<file path="src/rtl/reg_file.sv">
// reg_file: LC-3b register file (R0-R7), NZP condition codes and branch enable.
// Writes, flag and BEN updates are synchronous; operand reads and SR2MUX are combinational.
module reg_file (
  input  logic        clk,
  input  logic        rst_n,
  input  logic [15:0] bus,
  input  logic [15:0] ir,
  input  logic        ld_reg,
  input  logic        ld_cc,
  input  logic        ld_ben,
  input  logic        drmux,
  input  logic        sr1mux,
  output logic [15:0] sr1_out,
  output logic [15:0] sr2mux_out,
  output logic        n,
  output logic        z,
  output logic        p,
  output logic        ben
);

  logic [15:0] r_regs [0:7];
  logic        r_n;
  logic        r_z;
  logic        r_p;
  logic        r_ben;

  logic [2:0]  w_dr;
  logic [2:0]  w_sr1;
  logic [15:0] w_imm5;
  logic        w_unused_ir;

  // Opcode bits are decoded elsewhere; this block never looks at them.
  assign w_unused_ir = ^ir[15:12];

  // Destination and source register selection.
  always_comb begin
    w_dr   = drmux  ? 3'd7     : ir[11:9];
    w_sr1  = sr1mux ? ir[8:6]  : ir[11:9];
    w_imm5 = {{11{ir[4]}}, ir[4:0]};
  end

  // Register write: only the selected destination changes.
  always_ff @(posedge clk or negedge rst_n) begin
    if (!rst_n) begin
      for (int unsigned i = 0; i < 8; i++) begin
        r_regs[i] <= '0;
      end
    end else if (ld_reg) begin
      r_regs[w_dr] <= bus;
    end
  end

  // Condition codes from bus as a two's-complement value; exactly one is set.
  always_ff @(posedge clk or negedge rst_n) begin
    if (!rst_n) begin
      r_n <= 1'b0;
      r_z <= 1'b1;
      r_p <= 1'b0;
    end else if (ld_cc) begin
      r_n <= bus[15];
      r_z <= (bus == 16'h0000);
      r_p <= ~bus[15] & (bus != 16'h0000);
    end
  end

  // Branch enable uses the flags held before this edge.
  always_ff @(posedge clk or negedge rst_n) begin
    if (!rst_n) begin
      r_ben <= 1'b0;
    end else if (ld_ben) begin
      r_ben <= (ir[11] & r_n) | (ir[10] & r_z) | (ir[9] & r_p);
    end
  end

  // Combinational operand reads; no write bypass.
  always_comb begin
    sr1_out    = r_regs[w_sr1];
    sr2mux_out = ir[5] ? w_imm5 : r_regs[ir[2:0]];
    n          = r_n;
    z          = r_z;
    p          = r_p;
    ben        = r_ben;
  end

endmodule
</file>
<file path="config.mk">
export PLATFORM = sky130hd
export DESIGN_NAME = reg_file
export DESIGN_NICKNAME = d
export VERILOG_FILES = /design/src/rtl/reg_file.sv
export SDC_FILE = /design/constraint.sdc
export NUM_CORES = 1
export LEC_CHECK = 0
export CAP_MARGIN = 25
export CORE_MARGIN = 4
export CORE_UTILIZATION = 59
export CTS_CLUSTER_SIZE = 20
export DETAILED_ROUTE_END_ITERATION = 8
export GPL_TIMING_DRIVEN = 0
export PLACE_DENSITY = 0.79
export REMOVE_ABC_BUFFERS = 1
export SYNTH_ARGS = -nofsm -noshare
export SYNTH_HDL_FRONTEND = slang
export SYNTH_SLANG_ARGS = --single-unit
</file>
<file path="constraint.sdc">
create_clock -name clk -period 4.8 [get_ports clk]
set_clock_uncertainty 0.05 [all_clocks]
set_input_delay 0.72 -clock clk [delete_from_list [all_inputs] [get_ports clk]]
set_output_delay 0.72 -clock clk [all_outputs]
set_load 0.01 [all_outputs]
</file>
Word level (Yosys, flattened, before mapping)
Index checks and enable logic that the tools add are counted.
Word-level totals
  register bits: 132
  output and inout port bits: 36
  word-level logic and storage cells: 41
Cells by class
  $lt $le $gt $ge: 4
  multiplexer cells: 12
  bitwise gates (word level): 10
  reduce and logical (&&, ||, !) cells: 3
Operators with widths (number)
  bitwise mux 128 bit: 1
  binary-select mux 16 bit (select 3 bit): 2
  two-way mux 16 bit: 6
  demux 16 bit (select 3 bit): 1
  logical NOT 16 bit: 1
  nonzero test 16 bit: 1
  >= comparator 4 bit, second input constant: 3
  inverter 3 -> 4 bit: 3
  two-way mux 3 bit: 2
  AND 1 bit: 4
  < comparator 4 x 1 -> 1 bit, second input constant: 1
  bitwise OR 1 bit: 2
  logical AND 1 bit: 1
  inverter 1 bit: 1

Depth between registers and ports, before layout
Gate-level depths: netlist of run 1.
  word-level depth: 7
  depth in mapped cells: 6
  depth with buffers taken out: 4

Worst setup path before layout of run 1
Ideal clock, no wire load.
  path type: input to output
  start: input sr1mux
  end: output sr1_out[10]
  data arrival time: 2061 ps
  required time: 4030 ps
  path slack: 1969 ps
  cell stages on the path: 6
  buffers on the path: 2
  cell sequence: buf_6 > mux2i_4 > buf_6 > mux4_2 > nand2_1 > nand2_1
On the way
  cells in the longest elaborated chain, start to end: 5
RTL lines
  start: declaration: RTL line 12  | input logic sr1mux,
  two-way mux 3 bit: RTL line 38  | w_sr1 = sr1mux ? ir[8:6] : ir[11:9];
  inverter 3 -> 4 bit (not written as such): RTL line 77  | sr1_out = r_regs[w_sr1];
  binary-select mux 16 bit (select 3 bit): RTL line 77
  two-way mux 16 bit (not written as such) (2 in series): RTL line 77
  end: declaration: RTL line 13  | output logic [15:0] sr1_out,
Every way passes these cells. The select of a mux whose other input is x is not followed.

Final worst setup path of run 1
  start: input sr1mux
  end: output sr1_out[14]
Same word-level chain as after synthesis.

==> summary.txt, run 1 <==
Global route
  – Vias in the first global route: 5221
  – Global-route usage over all layers: 0.286
  – Largest net degree at the start of global routing: 101
  – Overflow after GRT: 0
  – First-pass GRT wire length: 30000 um
  – Initial antenna violation count: 0

Synthesis
  – Synth area leaders: dfrtp_1 (46%), mux4_2 (20%), mux2_2 (17%)
  – Top-area cell type share of the netlist area: 0.463
  – Most used flip-flop cell after synthesis: dfrtp_1
  – Synthesized cell area: 7090 um2
  – Cell variety after synth: 39
  – Mapped Cells: 487
  – Seq/Total Area, Yosys: 0.466
  – Number of flops mapped to enable cells by yosys: 0
  – Ys async rst share: 1.00
  – Warnings, synthesis: 0
  – Mean area per synthesized cell: 14.6 um2
  – Synth area leader: dfrtp_1
  – Synth Register Bits: 132

Finish
  – Final non-filler cell total: 712
  – Utilization after layout: 0.747
  – Final #Nets: 595
  – Area delta synth->final: 21.9%
  – Commonest non-fill, non-tap cell in the layout: dfrtp_1
  – Diodes inserted: 0
  – Layout cell share with drive strength beyond 1: 0.402
  – Most frequent cells in the layout: dfrtp_1 (131), mux2_2 (106), clkdlybuf4s50_1 (67)

Detailed routing
  – Post-Route WL: 18700 um
  – DRT antenna net count: 0
  – DR vias/cell: 6.72
  – Vias: 4785
  – Drt drc: 0
  – 1st-iter DRT viols: 514
  – WL/cell: 26.3 um
  – First-pass detailed-route iteration total: 5

Setup path
  – CP Capture Type: output pin
  – Critical path data required time: 4.03 ns
  – Buffer and inverter count on the worst path: 3
  – Setup crit start kind: input port
  – CP arrival: 3.80 ns
  – Reg2reg setup slack: 3.75 ns
  – Crit path kind: in -> out
  – CP delay by family, top: buffers and inverters
  – Slowest cell on crit path: mux2i_4
  – Critical path peak fanout: 18
  – CP cell instances: clkdlybuf4s50_1 -> mux2i_4 -> buf_16 -> mux4_2 -> nand2_1 -> nand2_1 -> clkdlybuf4s50_1
  – CP max stage delay: 0.81 ns

CTS
  – PostCTS Resize Cnt: 0
  – H-tree depth: 4
  – Clock Tree Buf Depth: 2
  – Clock root buffer: clkbuf_16
  – Num CTS Buffers: 17
  – CTS tree: yes
  – Clk_lat worst skew: 0.42 ns
  – Reg clk slew, reported paths: 0.06 ns
  – Clk sinks: 132

Placement
  – I/O Buffers: 70
  – Final GP Congestion: 0.774
  – Placed insts: 678
  – Final HPWL DP: 12000 um

Timing
  – RSZ-0062 raised after global routing: false
  – Setup TNS Final: 0 ns
  – Hold Fails Final Rpt: 0
  – Minimum clock period: 4.57 ns
  – Slew @ Worst Pin: 1.05 ns
  – Hold slack: 0.127 ns
  – FMAX: 0.219 GHz
  – Pins Over Slew Limit: 0
  – Setup violators final: 0
  – Relative slew slack: 0.296
  – Final worst-path cycle share: 0.951

Die
  – Die H: 118 um
  – Die X-Extent: 118 um
  – Starting Density: 0.613
  – Core area: 11600 um2
  – Row cnt: 39
  – Full die area: 13800 um2
  – I/O pins: 75

Run
  – Number of max-cap violations: 0

Pwr
  – Pwr dens: 440 nW/um2
  – Leak: 3.58 nW
  – Max IR drop VDD: 0.284 mV

Min path
  – Hold Path Class: in -> async

Status
  – Status: finished, final reports clean
-- synth_stat cells, types with 2 or more instances --
| cell type | n |
|---|---|
| buf_4 | 6 |
| nand2b_1 | 4 |
| a21oi_1 | 2 |
| mux2_1 | 25 |
| o22ai_1 | 12 |
| nand2_1 | 54 |
| clkbuf_1 | 10 |
| nor2_1 | 17 |
| o21ai_0 | 8 |
| nor4_1 | 4 |
| mux2i_1 | 2 |
| dfrtp_1 | 131 |
| mux2_2 | 106 |
| nor3_4 | 2 |
| buf_6 | 4 |
| buf_2 | 14 |
| inv_1 | 2 |
| mux4_2 | 63 |
-- state kept, by name (all words and copies together) (netlist names) --
name,count
r_regs,128
ben,1
n,1
p,1
z,1
-- worst reg2reg max path, stage by stage, from the launching register on --
cell and delay (ns):
dfrtp_1 0.40, a222oi_1 0.37, a21oi_1 0.11
-- layout make-up --
cell class	instances	area (um2)
multi-input combinational	318	3590
sequential	132	3300
fill	733	2930
timing repair buffer	85	950
clock buffer	21	460
tap	143	179
clock inverter	11	153
inverter	2	7.51
-- layer usage --
metal	share of wire	up-vias	GRT usage	wire (um)
met4	0.030	0	0.121	565
met5	0	-	0	0
met3	0.063	50	0.0663	1170
met2	0.50	217	0.458	9360
met1	0.41	2520	0.379	7610
li1	-	1998	-	-
-- power by group --
group	switching (mW)	internal [mW]	total [mW]
combinational	0.342	0.570	0.912
clock	0.492	0.846	1.34
sequential	0.194	1.36	1.55
-- through the flow --
step,power [mW],area (um2),setup slack (ns)
global route,3.96,8640,0.187
detailed placement,2.46,8010,0.129
floorplan,2.07,6890,1.43
finish,3.80,8640,0.235
global placement,2.38,7760,-2.10
CTS,3.81,8620,0.112
-- logic make-up (layout without fill, tap and decap cells) --
group           Yosys count  after routing  synth area share
compound gates           29             29            0.0254
mux                     198            198             0.416
buf+inv                  37            119            0.0295
flops                   132            132             0.466
simple gates             91             91            0.0625
-- worst paths after layout --
check | start | end | cells past startpoint
max in group asynchronous | rst_n | r_regs[27] | 2
max reg2reg | n | ben | 2
min reg2reg | r_regs[77] | r_regs[77] | 1
min | rst_n | r_regs[32] | 1
min in group clk | r_regs[77] | r_regs[77] | 1
max | sr1mux | sr1_out[14] | 7
-- timing repair --
item                                    in CTS  in global routing
endpoints found under the setup margin       0                  2
buffers inserted                             0                  2
hold buffers                                 0                  0
Note: power is estimated with default switching activity, not from simulation.
==> run 2: changes to the inputs <==
CORE_MARGIN = default   (was 4)
CORE_UTILIZATION = 35   (was 59)
PLACE_DENSITY = default   (was 0.79)
PLACE_DENSITY_LB_ADDON = 0.15   (was default)
==> run 2 against run 1 <==
Core utilization shrank 30 points. Sequential share of layout area shrank 0.64 points. Design area grew 1.7%. Cell count grew 17%. Hold slack gained 0.088 ns.
==> summary.txt, run 2 (synthesis gave the netlist of run 1 again) <==
Status
  – Status: finished, final reports clean (unchanged)

Setup path
  – Worst r2r src: n (unchanged)
  – CP Capture Type: output pin (unchanged)
  – Setup crit start kind: input port (unchanged)
  – Critical path data required time: 4.03 ns (about the same)
  – Reg2reg setup slack: 3.80 ns (was 3.75 ns)
  – CP startpoint: sr1mux (unchanged)
  – Worst setup path endpoint: sr1_out[3] (was sr1_out[14])
  – Critical path peak fanout: 14 (was 18)
  – Reg2reg end: ben (unchanged)
  – Worst R2R Path Depth: 2 (unchanged)
  – Crit path kind: in -> out (unchanged)
  – CP arrival: 3.73 ns (was 3.80 ns)

CTS
  – Clk sinks: 132 (unchanged)
  – Num CTS Buffers: 17 (unchanged)
  – Clock root buffer: clkbuf_16 (unchanged)
  – Number of setup buffers added after CTS: 0 (unchanged)
  – CTS tree: yes (unchanged)
  – Hold Buf Count CTS: 0 (unchanged)
  – PostCTS Resize Cnt: 0 (unchanged)
  – Reg clk slew, reported paths: 0.05 ns (was 0.06 ns)
  – H-tree depth: 4 (unchanged)
  – Clk_lat worst skew: 0.41 ns (was 0.42 ns)
  – Clock Tree Buf Depth: 2 (unchanged)

Finish
  – Area delta synth->final: 24.0% (was 21.9%)
  – Final #Nets: 594 (was 595)
  – Max reg flops: 128 (unchanged)
  – Commonest non-fill, non-tap cell in the layout: dfrtp_1 (unchanged)
  – Reg with most FFs: r_regs (unchanged)
  – Most frequent cells in the layout: dfrtp_1 (131), mux2_2 (106), clkdlybuf4s50_1 (67) (unchanged)
  – Layout cell share with drive strength beyond 1: 0.398 (was 0.402)
  – Final non-filler cell total: 830 (was 712)
  – Diodes inserted: 0 (unchanged)

Detailed routing
  – Drt drc: 0 (unchanged)
  – WL/cell: 23.3 um (was 26.3 um)
  – First-pass detailed-route iteration total: 4 (was 5)
  – DR vias/cell: 5.46 (was 6.72)
  – 1st-iter DRT viols: 216 (was 514)
  – Vias: 4533 (was 4785)
  – Post-Route WL: 19300 um (was 18700 um)
  – DRT antenna net count: 0 (unchanged)

Min path
  – Hold Path Class: in -> async (unchanged)

Placement
  – Placed insts: 800 (was 678)
  – Final HPWL DP: 12600 um (was 12000 um)
  – Final GP Congestion: 0.751 (was 0.774)
  – I/O Buffers: 70 (unchanged)

Timing
  – RSZ-0062 raised after global routing: false (unchanged)
  – Final worst-path cycle share: 0.937 (was 0.951)
  – Minimum clock period: 4.50 ns (was 4.57 ns)
  – Hold Fails Final Rpt: 0 (unchanged)
  – Setup violators final: 0 (unchanged)
  – Pins Over Slew Limit: 0 (unchanged)
  – Setup TNS Final: 0 ns (unchanged)
  – Relative slew slack: 0.377 (was 0.296)
  – Slew @ Worst Pin: 0.934 ns (was 1.05 ns)
  – FMAX: 0.222 GHz (was 0.219 GHz)

Global route
  – Vias in the first global route: 4855 (was 5221)
  – Initial antenna violation count: 0 (unchanged)
  – Overflow after GRT: 0 (unchanged)
  – First-pass GRT wire length: 30000 um (unchanged)
  – Largest net degree at the start of global routing: 84 (was 101)
  – Global-route usage over all layers: 0.202 (was 0.286)

Die
  – Die X-Extent: 144 um (was 118 um)
  – I/O pins: 75 (unchanged)
  – Core area: 19700 um2 (was 11600 um2)
  – Die H: 144 um (was 118 um)
  – Row cnt: 51 (was 39)
  – Starting Density: 0.361 (was 0.613)
  – Full die area: 20800 um2 (was 13800 um2)

Pwr
  – Max IR drop VDD: 0.246 mV (was 0.284 mV)
  – Overall Power: 3.71 mW (was 3.80 mW)
  – Pwr dens: 422 nW/um2 (was 440 nW/um2)
  – Leak: 3.58 nW (about the same)

Run
  – Number of max-cap violations: 0 (unchanged)
[run 2: layout make-up]
class / count / area [um2]
fillers: 1833 / 10900
well taps: 265 / 332
clock buffers: 24 / 492
flip-flops and latches: 132 / 3300
inverters: 2 / 7.51
clock inverters: 5 / 75.1
repair buffers: 84 / 988
multi-input cells: 318 / 3590
[run 2: how the worst min path moves through the flow]
stage,start,end,slack (ns),cells past startpoint
global route,rst_n,r_regs[42],0.25,1
CTS,rst_n,r_regs[74],0.22,1
detailed placement,r_regs[77],r_regs[77],0.45,1
global placement,r_regs[56],r_regs[56],0.44,1
floorplan,rst_n,ben,0.37,0
finish,rst_n,r_regs[42],0.22,1
[run 2: power breakdown]
group	internal [mW]	total (mW)	switching, mW	leakage [nW]
Clock	0.808	1.27	0.460	0.282
Sequential	1.36	1.54	0.178	1.61
Combinational	0.568	0.903	0.335	1.70
[run 2: per-layer routing]
metal  routed length (um)  part of all wire  global-route usage  vias to the layer above
met2                 9640              0.50               0.331                      108
met4                  257             0.013              0.0609                        0
met3                  629             0.033              0.0381                       20
met5                    0                 0                   0                        -
met1                 8790              0.45               0.272                     2423
li1                     -                 -                   -                     1982
[run 2: per-stage QoR]
stage / hold WS [ns] / instance area, um2 / util / worst slack [ns]
floorplan: 0.374 / 6890 / - / 1.43
global placement: 0.442 / 7920 / 0.403 / -2.45
detailed placement: 0.448 / 8210 / 0.417 / 0.239
CTS: 0.221 / 8770 / 0.446 / 0.228
global route: 0.249 / 8790 / 0.447 / 0.0940
finish: 0.216 / 8790 / 0.447 / 0.301
[run 2: worst max-delay path, cell delays in order]
cell and delay [ns]:
clkdlybuf4s50_1 0.76, mux2i_4 0.60, buf_12 0.25, buf_16 0.18, mux4_2 0.52, nand2_1 0.09, nand2_1 0.07, clkdlybuf4s50_1 0.51
==> run 3: changes to the inputs <==
SLEW_MARGIN = 15   (was default)
==> run 3 against run 2 <==
Critical path depth grew 1. Power up 5.4%. Sequential power is essentially flat. Critical path type unchanged. Critical endpoint unchanged. Largest cell class unchanged. Largest power group unchanged. Highest routed layer unchanged.
==> summary.txt, run 3 (synthesis gave the netlist of run 1 again) <==
Pwr
  – Switch share: 0.255 (was 0.262)
  – Share of total power in the clock network: 0.375 (was 0.342)
  – Seq pwr share: 0.393 (was 0.415)
  – Internal power: 2.91 mW (was 2.74 mW)
  – Logic gate share of total power: 0.232 (was 0.244)
  – Leak: 3.63 nW (was 3.58 nW)
  – Overall Power: 3.91 mW (was 3.71 mW)
  – Pwr dens: 440 nW/um2 (was 422 nW/um2)
  – Max IR drop VDD: 0.215 mV (was 0.246 mV)
  – P_sw: 997 uW (was 973 uW)

Setup path
  – Worst r2r src: n (unchanged)
  – CP arrival: 3.66 ns (was 3.73 ns)
  – Critical path data required time: 4.03 ns (about the same)
  – Setup crit start kind: input port (unchanged)
  – Worst R2R Path Depth: 2 (unchanged)
  – Critical path peak fanout: 12 (was 14)
  – Reg2reg end: ben (unchanged)
  – Reg2reg setup slack: 3.79 ns (was 3.80 ns)
  – Crit path kind: in -> out (unchanged)
  – CP Capture Type: output pin (unchanged)

Timing
  – Slew @ Worst Pin: 0.874 ns (was 0.934 ns)
  – Pins Over Slew Limit: 0 (unchanged)
  – Relative slew slack: 0.415 (was 0.377)
  – Hold Fails Final Rpt: 0 (unchanged)
  – Setup violators final: 0 (unchanged)
  – FMAX: 0.226 GHz (was 0.222 GHz)
  – Hold slack: 0.153 ns (was 0.216 ns)
  – Minimum clock period: 4.43 ns (was 4.50 ns)
  – Final worst-path cycle share: 0.924 (was 0.937)
  – RSZ-0062 raised after global routing: false (unchanged)

Die
  – Die X-Extent: 144 um (unchanged)
  – Die H: 144 um (unchanged)
  – Full die area: 20800 um2 (unchanged)
  – Core area: 19700 um2 (unchanged)
  – I/O pins: 75 (unchanged)
  – Row cnt: 51 (unchanged)
  – Starting Density: 0.361 (unchanged)

Global route
  – Global-route usage over all layers: 0.201 (was 0.202)
  – Vias in the first global route: 4820 (was 4855)
  – First-pass GRT wire length: 29800 um (was 30000 um)
  – Largest net degree at the start of global routing: 88 (was 84)
  – Initial antenna violation count: 0 (unchanged)
  – Overflow after GRT: 0 (unchanged)

Status
  – Status: finished, final reports clean (unchanged)

Run
  – Number of max-cap violations: 0 (unchanged)

CTS
  – Clock root buffer: clkbuf_16 (unchanged)
  – Num CTS Buffers: 17 (unchanged)
  – Reg clk slew, reported paths: 0.06 ns (was 0.05 ns)
  – H-tree depth: 4 (unchanged)
  – Clk sinks: 132 (unchanged)
  – CTS tree: yes (unchanged)
  – Clock Tree Buf Depth: 2 (unchanged)
  – PostCTS Resize Cnt: 0 (unchanged)
  – Clk_lat worst skew: 0.42 ns (was 0.41 ns)

Detailed routing
  – DRT antenna net count: 0 (unchanged)
  – Vias: 4580 (was 4533)
  – WL/cell: 22.9 um (was 23.3 um)
  – Post-Route WL: 19100 um (was 19300 um)
  – 1st-iter DRT viols: 232 (was 216)
  – First-pass detailed-route iteration total: 4 (unchanged)
  – DR vias/cell: 5.49 (was 5.46)
  – Drt drc: 0 (unchanged)

Placement
  – Final HPWL DP: 12300 um (was 12600 um)
  – Final GP Congestion: 0.751 (unchanged)
  – I/O Buffers: 70 (unchanged)
  – Placed insts: 800 (unchanged)

Finish
  – Area delta synth->final: 25.3% (was 24.0%)
  – Filler cells: 1815 (was 1833)
  – Diodes inserted: 0 (unchanged)
  – Final non-filler cell total: 835 (was 830)
  – Most frequent cells in the layout: dfrtp_1 (131), mux2_2 (106), clkdlybuf4s50_1 (67) (unchanged)
  – Layout cell share with drive strength beyond 1: 0.405 (was 0.398)
  – Max reg flops: 128 (unchanged)
  – Commonest non-fill, non-tap cell in the layout: dfrtp_1 (unchanged)
  – Reg with most FFs: r_regs (unchanged)
  – Final #Nets: 596 (was 594)

Min path
  – Hold Path Class: in -> async (unchanged)
==> run 3: cell types whose count changed in the layout (fill, tap and decap cells not counted), sizes merged <==
cell / before / now
bufinv: 2 / 6
clkbuf: 24 / 21
buf: 17 / 19
clkinv: 3 / 5
==> run 3: layer usage <==
metal  routed length, um  track usage
met5                   0            0
met4                 253       0.0615
met3                 909       0.0460
met2                9510        0.328
met1                8480        0.267
==> run 3: cell type report <==
class | count | area, um2 | share of cell area
multi-input cells | 318 | 3610 | 0.407
flip-flops and latches | 132 | 3300 | 0.372
repair buffers | 86 | 970 | 0.109
clock buffers | 21 | 450 | 0.0507
well taps | 265 | 332 | 0.0373
clock inverters | 11 | 205 | 0.0231
inverters | 2 | 7.51 | 0.000845
==> run 3: critical path, cell delays in order <==
cell and delay, ns:
clkdlybuf4s50_1 0.80, mux2i_4 0.40, buf_8 0.19, buf_8 0.17, buf_16 0.17, mux4_2 0.51, nand2_1 0.09, nand2_1 0.08
clkdlybuf4s50_1 0.51
==> run 3: repair_timing <==
item	CTS	global route
buffers inserted	0	2
hold buffers	0	0
endpoints found under the setup margin	0	6
==> run 3: per-stage QoR <==
step	cell area (um2)	util	worst slack [ns]	TNS (ns)
2_1_floorplan	6890	-	1.43	0
3_3_place_gp	7920	0.403	-2.45	-339.18
3_5_place_dp	8200	0.417	0.0744	0
4_1_cts	8850	0.450	0.0558	0
5_1_grt	8880	0.452	0.203	0
6_report	8880	0.452	0.366	0
==> run 3: power groups by stage <==
| stage | logic [mW] | registers (mW) | clock network [mW] |
|---|---|---|---|
| 2_1_floorplan | 0.588 | 1.49 | 0 |
| 3_3_place_gp | 0.875 | 1.54 | 0 |
| 3_5_place_dp | 0.915 | 1.55 | 0 |
| 4_1_cts | 0.919 | 1.53 | 1.49 |
| 5_1_grt | 0.984 | 1.58 | 1.55 |
| 6_report | 0.907 | 1.54 | 1.47 |
==> run 3: how the worst max path moves through the flow <==
stage,startpoint,end,slack [ns]
after global placement,rst_n,r_regs[75],-2.45
after floorplan,sr1mux,sr1_out[14],1.43
final,sr1mux,sr1_out[3],0.37
after CTS,sr1mux,sr1_out[7],0.06
after global routing,sr1mux,sr1_out[7],0.20
after detailed placement,sr1mux,sr1_out[7],0.07
